File: src/rtl/uart_rx_deser.sv
// uart_rx_deser: 8N1 serial receiver on a 16x oversampling clock with majority-vote bit sampling,
// a one-entry valid/ready holding register, and framing-error / overrun pulses.
module uart_rx_deser #(
    parameter int OVERSAMPLE = 16,
    parameter int DATA_BITS  = 8
) (
    input  logic                 clk,
    input  logic                 rst,
    input  logic                 rxd,
    output logic [DATA_BITS-1:0] rx_data,
    output logic                 rx_valid,
    input  logic                 rx_ready,
    output logic                 frame_err,
    output logic                 overrun
);
    localparam int CW = $clog2(OVERSAMPLE);
    localparam int BW = (DATA_BITS > 1) ? $clog2(DATA_BITS) : 1;
    localparam logic [CW-1:0] S0 = CW'(OVERSAMPLE / 2 - 1);
    localparam logic [CW-1:0] S1 = CW'(OVERSAMPLE / 2);
    localparam logic [CW-1:0] S2 = CW'(OVERSAMPLE / 2 + 1);
    localparam logic [CW-1:0] LAST = CW'(OVERSAMPLE - 1);
    localparam logic [BW-1:0] LAST_BIT = BW'(DATA_BITS - 1);

    typedef enum logic [1:0] {IDLE, START, DATA, STOP} state_t;

    state_t               state;
    logic [1:0]           sync;
    logic [CW-1:0]        cnt;
    logic [BW-1:0]        bit_idx;
    logic [DATA_BITS-1:0] shreg;
    logic                 smp0, smp1, armed;
    logic                 rxs, maj, decide, wrap;

    assign rxs    = sync[1];
    assign maj    = (smp0 & smp1) | (smp0 & rxs) | (smp1 & rxs);
    assign decide = cnt == S2;
    assign wrap   = cnt == LAST;

    always_ff @(posedge clk or posedge rst) begin
        if (rst) begin
            state     <= IDLE;
            sync      <= 2'b11;
            cnt       <= '0;
            bit_idx   <= '0;
            shreg     <= '0;
            smp0      <= 1'b1;
            smp1      <= 1'b1;
            armed     <= 1'b0;
            rx_data   <= '0;
            rx_valid  <= 1'b0;
            frame_err <= 1'b0;
            overrun   <= 1'b0;
        end else begin
            sync      <= {sync[0], rxd};
            frame_err <= 1'b0;
            overrun   <= 1'b0;
            if (rx_valid && rx_ready) rx_valid <= 1'b0;
            if (cnt == S0) smp0 <= rxs;
            if (cnt == S1) smp1 <= rxs;
            case (state)
                IDLE: begin
                    // armed only after rxs seen high, so a held-low line cannot retrigger
                    if (armed && !rxs) begin
                        state <= START;
                        cnt   <= CW'(1);
                        armed <= 1'b0;
                    end else if (rxs) begin
                        armed <= 1'b1;
                    end
                end
                START: begin
                    if (decide && maj) begin
                        state <= IDLE;
                        cnt   <= '0;
                    end else if (wrap) begin
                        state   <= DATA;
                        cnt     <= '0;
                        bit_idx <= '0;
                    end else begin
                        cnt <= cnt + CW'(1);
                    end
                end
                DATA: begin
                    cnt <= wrap ? '0 : cnt + CW'(1);
                    if (decide) shreg <= {maj, shreg[DATA_BITS-1:1]};
                    if (wrap) begin
                        if (bit_idx == LAST_BIT) state <= STOP;
                        else bit_idx <= bit_idx + BW'(1);
                    end
                end
                STOP: begin
                    // leave at the stop-bit centre to resync early on back-to-back frames
                    if (decide) begin
                        state <= IDLE;
                        cnt   <= '0;
                        if (!maj) begin
                            frame_err <= 1'b1;
                        end else if (!rx_valid || rx_ready) begin
                            rx_data  <= shreg;
                            rx_valid <= 1'b1;
                        end else begin
                            overrun <= 1'b1;
                        end
                    end else begin
                        cnt <= cnt + CW'(1);
                    end
                end
                default: state <= IDLE;
            endcase
        end
    end
endmodule

File: config.mk
export PLATFORM = sky130hd
export DESIGN_NAME = uart_rx_deser
export DESIGN_NICKNAME = d
export VERILOG_FILES = /design/src/rtl/uart_rx_deser.sv
export SDC_FILE = /design/constraint.sdc
export NUM_CORES = 1
export LEC_CHECK = 0
export CAP_MARGIN = 20
export CORE_MARGIN = 2
export CORE_UTILIZATION = 45
export CTS_CLUSTER_SIZE = 25
export DETAILED_ROUTE_END_ITERATION = 12
export GPL_ROUTABILITY_DRIVEN = 0
export GPL_TIMING_DRIVEN = 0
export MAX_ROUTING_LAYER = met4
export PLACE_DENSITY = 0.65
export SYNTH_ARGS = -nofsm -noshare
export SYNTH_HDL_FRONTEND = slang
export SYNTH_SLANG_ARGS = --single-unit
File: constraint.sdc
create_clock -name clk -period 2.75 [get_ports clk]
set_clock_uncertainty 0.05 [all_clocks]
set_input_delay 0.55 -clock clk [delete_from_list [all_inputs] [get_ports clk]]
set_output_delay 0.55 -clock clk [all_outputs]
set_load 0.03 [all_outputs]
==> results of run 1 <==
==> power by group through the flow <==
stage	sequential (mW)	clock [mW]	combinational, mW
after global routing	0.647	0.312	0.603
after global placement	0.638	0	0.506
after detailed placement	0.645	0	0.533
after CTS	0.635	0.289	0.536
final	0.634	0.283	0.537
after floorplan	0.638	0	0.419
==> flip-flops by register name, summed over array words and instances (netlist names), named ones only <==
name,flops
state,1
rx_valid,1
sync,2
frame_err,1
armed,1
shreg,8
cnt,4
smp1,1
overrun,1
smp0,1
bit_idx,3
rx_data,8
==> Yosys cell counts, drive strengths merged, types with 3 or more instances <==
| master | n |
|---|---|
| nand2 | 10 |
| nor2 | 3 |
| buf | 6 |
| inv | 5 |
| o21ai | 8 |
| nand3b | 3 |
| ha | 5 |
| dfstp | 4 |
| a22o | 3 |
| dfrtp | 29 |
| nand3 | 3 |
| mux2 | 17 |
| a21oi | 3 |
==> metal layers <==
metal,GRT usage,wire length [um],up-vias,share of wire
met5,-,0,-,0
met4,0.06667,43,0,0.016
met3,0.06306,148,5,0.054
met2,0.2367,1251,24,0.45
met1,0.1984,1316,494,0.48
li1,-,-,487,-
==> logic make-up (layout without fill, tap and decap cells) <==
family                     after synthesis  in the layout  share of synthesized area
buffers and inverters                   12             35                    0.04643
AOI/OAI and AO/OA                       25             25                     0.1033
xor gates and xnor gates                 3              3                    0.01682
muxes                                   18             18                     0.1481
and+or+nand+nor                         29             29                     0.1065
adders and majority gates                6              6                    0.04724
DFF                                     33             33                     0.5316
==> per-stage QoR <==
stage	instance area (um2)	setup WS, ps
2_1_floorplan	1563	1070
3_3_place_gp	1760	712.5
3_5_place_dp	1788	778.5
4_1_cts	1847	754.0
5_1_grt	1847	690.5
6_report	1847	762.0
==> how the worst max path moves through the flow <==
stage                          start          to  cells past startpoint  slack (ps)
final                     rx_data[7]  rx_data[7]                      1         760
after detailed placement    rx_ready  rx_data[2]                      5         780
after CTS                 rx_data[7]  rx_data[7]                      1         750
after global routing      rx_data[7]  rx_data[7]                      1         690
after global placement           rst    shreg[5]                      2         710
after floorplan               cnt[1]  rx_data[0]                      7        1070
==> placed cells by master (no fill, tap or decap), types with 3 or more instances in the layout <==
cell type and instances:
clkdlybuf4s50_1 14, nor2_1 3, clkbuf_1 3, a21oi_1 3, mux2_2 9, mux2_4 8, a22o_1 3, nand3_1 3
dfstp_2 4, nand2_1 10, inv_1 5, dfrtp_1 29, nand3b_1 3, ha_1 5, buf_4 3, clkbuf_4 5
o21ai_0 8
==> area by class of cell <==
type / count / area [um2]
Buffer: 7 / 53.80
Clock buffer: 8 / 58.81
Fill cell: 296 / 1490
Inverter: 5 / 18.77
Multi-Input combinational cell: 81 / 659.4
Sequential cell: 33 / 830.8
Tap cell: 46 / 57.56
Timing Repair Buffer: 15 / 167.7
==> out/metrics.sh, run 1 <==
RUN_STATUS='completed'
POSTCTSRESIZEDCELLS=0
FLOORPLAN.INITIALDENSITY=0.4683
WIRELENGTH_UM=2759
SETUP.WORST_PATH.END_CLASS='primary output'
FINAL-SETUP-VIOL-COUNT=0
DRTANTENNAVIOLNETS=0
POSTSYNTHCELLCOUNT=126
DRT_DRC_VIOLATIONS_LEFT=0
MIN_DELAY_WORST_ENDPOINT='sync[1]'
R2R_SETUP_SLK_PS=870
CLOCKPOWERSHARE=0.195
SYN_AREA_MM2=0.001563
DRTPASS1ITERATIONS=4
NUM-NETS-FINAL=157
WORST-SLEW-PIN-TRANSITION_PS=685.7
POST_ROUTE_CELLS_DRIVE_ABOVE_1_SHARE=0.2617
GLOBAL_ROUTE_TOTAL_OVERFLOW=0
DR.FIRST_ITER.DRC_COUNT=40
GATE_FAMILY_RESPONSIBLE_FOR_THE_MOST_DELAY_ALONG_THE_WORST_PATH='buffers and inverters'
HOLD_PATH_DEPTH=0
VDD.IR_DROP.WORST_mV=0.3881
TIMING.FINAL.CRIT_PERIOD_PS=1988
CRITICAL_PATH_ARRIVAL_PS=1390
VIA_COUNT=1010
WORST_HOLD_STARTPOINT='sync[0]'
P_LEAK_nW=0.8960
P_PER_AREA_mW_PER_MM2=787.5
DP_HPWL_UM=1956
DESIGN_POWER_TOTAL_mW=1.454
WHS_PS=316.7
CELL_TYPE_CONTRIBUTING_THE_MOST_TOTAL_CELL_AREA_AFTER_SYNTHESIS='dfrtp_1'
MAX_CAP_VIOLATIONS=0
CRITPATHMAXSTAGEDELAY_PS=680
SYN_TO_FINAL_GROWTH_PCT=18.17
CTS_POST_SETUP_BUFFERS_INSERTED=0
SYNTH_SEQ_AREA_SHARE=0.5316
CRIT_PATH_CELL_TRACE='clkdlybuf4s50_1'
EDFF_COUNT_SYNTH=0
WORST_SETUP_HOLD_PATH_CLK_SLEW_PS=100
TRITONCTS='yes'
ASYNC_FLOP_SHARE=1.000
SETUP_TNS_PS=0
CTS_MAX_PATH_BUFFERS=2
YOSYS_REGISTER_BITS=33
GRT_ANTENNA_BEFORE_REPAIR=0
POWER.SEQUENTIAL.FRACTION=0.436
PORT-BUFFER-COUNT=14
CLOCK-ROOT-BUFFER='clkbuf_4'
NUMBER_OF_BUFFERS_CREATED_BY_CTS=5
FINALNONFILLERCELLS=195
FINAL_HOLD_VIOLATION_COUNT=0
GRT_SETUP_UNREPAIRED='false'
ROUTED_WIRE_LENGTH_PER_INSTANCE_UM=14.15
CORE_REGION_AREA_MM2=0.003337
FP-ROW-COUNT=21
CRITPATHMAXFANOUT=2
SYNTH_AREA_LEADERS='dfrtp_1 46%, mux2_4 7.7%, dfstp_2 6.7%'
FIRST_GLOBAL_VIAS=1014
SYN-NUM-NETS=135
ROUTED_VIA_DENSITY=5.179
CTS-HTREE-LEVELS=2
SYNTH-MAIN-FF-CELL='dfrtp_1'
CLK-INSERTION-DELAY-LATE_PS=330
TIMING_WORST_SETUP_PATH_TYPE='register to primary output'
YS_TYPES=38
REPORT.FINAL.SLEW_VIOL_COUNT=0
NUMCLOCKSINKS=33
PATH_BUF_INV=1
NET_SWITCHING_POWER_uW=500.9
REG2REG_TO='cnt[0]'
I_O_PINS=15
FP.DIEAREA_MM2=0.003960
MAXIMUM_CLOCK_FREQUENCY_MHz=503.0
N_ANTENNA_CELL=0
FLOORPLAN_DIE_WIDTH_UM=62.93
CRITPATHREQUIREDTIME_PS=2150
COMBPWRFRAC=0.369
MAXSLEWHEADROOM=0.5388
POST_CTS_HOLD_BUFFER_COUNT=0
GLOBALROUTETOTALUTIL=0.1612
SYNTH.AVG_CELL_AREA_UM2=12.40
RATIO_OF_FINAL_MINIMUM_PERIOD_TO_CLOCK_PERIOD=0.7229
DPL.CELL_COUNT=187
INTERNAL_POWER_uW=953.5
UTILIZATION=0.5534
DIE_Y_UM=62.93
HOLD_PATH_CLASS='register to register'
SETUP.WORST_PATH.START_CLASS='register'
YOSYS.AREA.TOP_TYPE_SHARE=0.4644
SWSHARE=0.3444
YOSYSWARNINGS=0
GLOBAL_ROUTE_WIRE_LENGTH_BEFORE_REPAIR_UM=4726
PIN_COUNT_OF_THE_BIGGEST_NET_ENTERING_GLOBAL_ROUTING=22
WORST_PATH_MAX_DELAY_CELL='clkdlybuf4s50_1'
FF2FF_PATH_DEPTH=5
No activity file was read; power rests on OpenSTA's default activity.
==> run 2: changes to the inputs <==
Settings changed: PLACE_DENSITY 0.65 to 0.68.
Clock period 2.75 ns to 1.8 ns, I/O delays scaled along.
==> out/metrics.sh, run 2 (same netlist as run 1, synthesis figures left out) <==
CORE_REGION_AREA_MM2=0.003337
FIRST_GLOBAL_VIAS=1104
CRIT_PATH_CELL_TRACE='clkdlybuf4s50_1'
DRTPASS1ITERATIONS=4
GLOBAL_ROUTE_TOTAL_OVERFLOW=0
SETUP.WORST_PATH.END_CLASS='primary output'
FP.DIEAREA_MM2=0.003960
CRITPATHREQUIREDTIME_PS=1390
GATE_FAMILY_RESPONSIBLE_FOR_THE_MOST_DELAY_ALONG_THE_WORST_PATH='buffers and inverters'
ROUTED_WIRE_LENGTH_PER_INSTANCE_UM=14.84
TRITONCTS='yes'
VDD.IR_DROP.WORST_mV=0.5247
N_ANTENNA_CELL=0
CLOCK-ROOT-BUFFER='clkbuf_4'
TIMING_WORST_SETUP_PATH_TYPE='register to primary output'
P_LEAK_nW=1.017
WORST_SETUP_SLACK_BEFORE_CLOCK_TREE_SYNTHESIS_PS=-26.77
SWSHARE=0.3447
DESIGN_POWER_TOTAL_mW=2.372
NET_SWITCHING_POWER_uW=817.7
RATIO_OF_FINAL_MINIMUM_PERIOD_TO_CLOCK_PERIOD=0.9580
HOLD_PATH_CLASS='input pin to asynchronous set/reset pin'
RUN_STATUS='completed'
DP_HPWL_UM=2044
CRITPATHMAXSTAGEDELAY_PS=660
ROUTED_VIA_DENSITY=5.367
NUMCLOCKSINKS=33
REPORT.FINAL.SLEW_VIOL_COUNT=0
CLK-INSERTION-DELAY-LATE_PS=330
DRT_DRC_VIOLATIONS_LEFT=0
LARGESTREGISTERS='rx_data: 8 flops, shreg: 8 flops, cnt: 4 flops'
DPL.CELL_COUNT=187
NUMBER_OF_BUFFERS_CREATED_BY_CTS=5
CTS-HTREE-LEVELS=2
POST_ROUTE_CELLS_DRIVE_ABOVE_1_SHARE=0.3333
INTERNAL_POWER_mW=1.554
CLOCKPOWERSHARE=0.199
FLOORPLAN_DIE_WIDTH_UM=62.93
MAXIMUM_CLOCK_FREQUENCY_MHz=579.9
WIRELENGTH_UM=2953
WORST_SETUP_HOLD_PATH_CLK_SLEW_PS=100
FF2FF_PATH_DEPTH=5
CRITICAL_PATH_ARRIVAL_PS=1310
R2R_SETUP_SLK_PS=80
POWER.SEQUENTIAL.FRACTION=0.406
UTILIZATION=0.5733
FLOORPLAN.INITIALDENSITY=0.4683
MAXSLEWHEADROOM=0.6820
GRT_ANTENNA_BEFORE_REPAIR=0
CRIT-REG2REG-LAUNCH='cnt[0]'
P_PER_AREA_mW_PER_MM2=1240
NUM-NETS-FINAL=161
FP-ROW-COUNT=21
FINAL_HOLD_VIOLATION_COUNT=0
DRTANTENNAVIOLNETS=0
DIE_Y_UM=62.93
REG2REG_TO='state[0]'
DR.FIRST_ITER.DRC_COUNT=73
MAX_CAP_VIOLATIONS=0
I_O_PINS=15
FINAL_CRITICAL_PATH_SETUP_SLACK_PS=75.69
FINAL-SETUP-VIOL-COUNT=0
VIA_COUNT=1068
PORT-BUFFER-COUNT=14
WORST_PATH_MAX_DELAY_CELL='clkdlybuf4s50_1'
GLOBALROUTETOTALUTIL=0.1762
PATH_BUF_INV=1
TIMING.FINAL.CRIT_PERIOD_PS=1724
CRITPATHMAXFANOUT=1
SETUP.WORST_PATH.START_CLASS='register'
SYN_TO_FINAL_GROWTH_PCT=22.42
MOSTFREQUENTLAYOUTCELL='dfrtp_1'
COMBPWRFRAC=0.395
WHS_PS=300.6
MOSTFREQUENTLAYOUTCELLS='29 x dfrtp_1, 10 x nand2_1, 9 x buf_4, 9 x mux2_2, 8 x mux2_4'
WORST-SLEW-PIN-TRANSITION_PS=476.5
PIN_COUNT_OF_THE_BIGGEST_NET_ENTERING_GLOBAL_ROUTING=25
GLOBAL_ROUTE_WIRE_LENGTH_BEFORE_REPAIR_UM=5230
CTS_MAX_PATH_BUFFERS=2
FINALNONFILLERCELLS=199
## run 2: repair_timing
item                       in CTS  in global routing
gates resized for setup         7                 14
setup buffers                   4                  1
setup endpoints to repair      16                 25
pin swaps                       0                  1
hold buffers                    0                  0
hold endpoints to repair        0                  0
## run 2: routing by layer
layer	up-vias	GRT usage	routed length [um]
li1	494	-	-
met1	551	0.2216	1325
met2	21	0.2660	1491
met3	2	0.05045	121
met4	0	0.07500	14
met5	-	-	0
## run 2: layout make-up
cell class / instances / area (um2)
fill: 309 / 1424
sequential: 33 / 830.8
multi-input combinational: 81 / 683.2
timing repair buffer: 20 / 207.7
clock buffer: 7 / 65.06
tap: 46 / 57.56
buffer: 6 / 45.04
inverter: 5 / 18.77
clock inverter: 1 / 5.005
## run 2: how the worst max path moves through the flow
stage / start / endpoint / depth (start not counted)
floorplan: cnt[1] / rx_data[0] / 7
global placement: rst / bit_idx[1] / 2
detailed placement: cnt[1] / rx_data[0] / 7
CTS: rx_data[1] / rx_data[1] / 1
global route: cnt[0] / state[0] / 5
finish: overrun / overrun / 1
## run 2: power by group through the flow
stage	registers, mW	clock network (mW)	logic [mW]
6_report	0.964	0.472	0.936
5_1_grt	0.982	0.516	1.05
4_1_cts	0.957	0.487	0.891
3_5_place_dp	0.985	0	0.818
3_3_place_gp	0.974	0	0.768
2_1_floorplan	0.975	0	0.640
## run 2: per-stage QoR
step / cell area [um2] / setup TNS, ps
after floorplan: 1563 / 0
after global placement: 1760 / -1342
after detailed placement: 1788 / -193.1
after CTS: 1881 / 0
after global routing: 1913 / -18.17
final: 1913 / 0
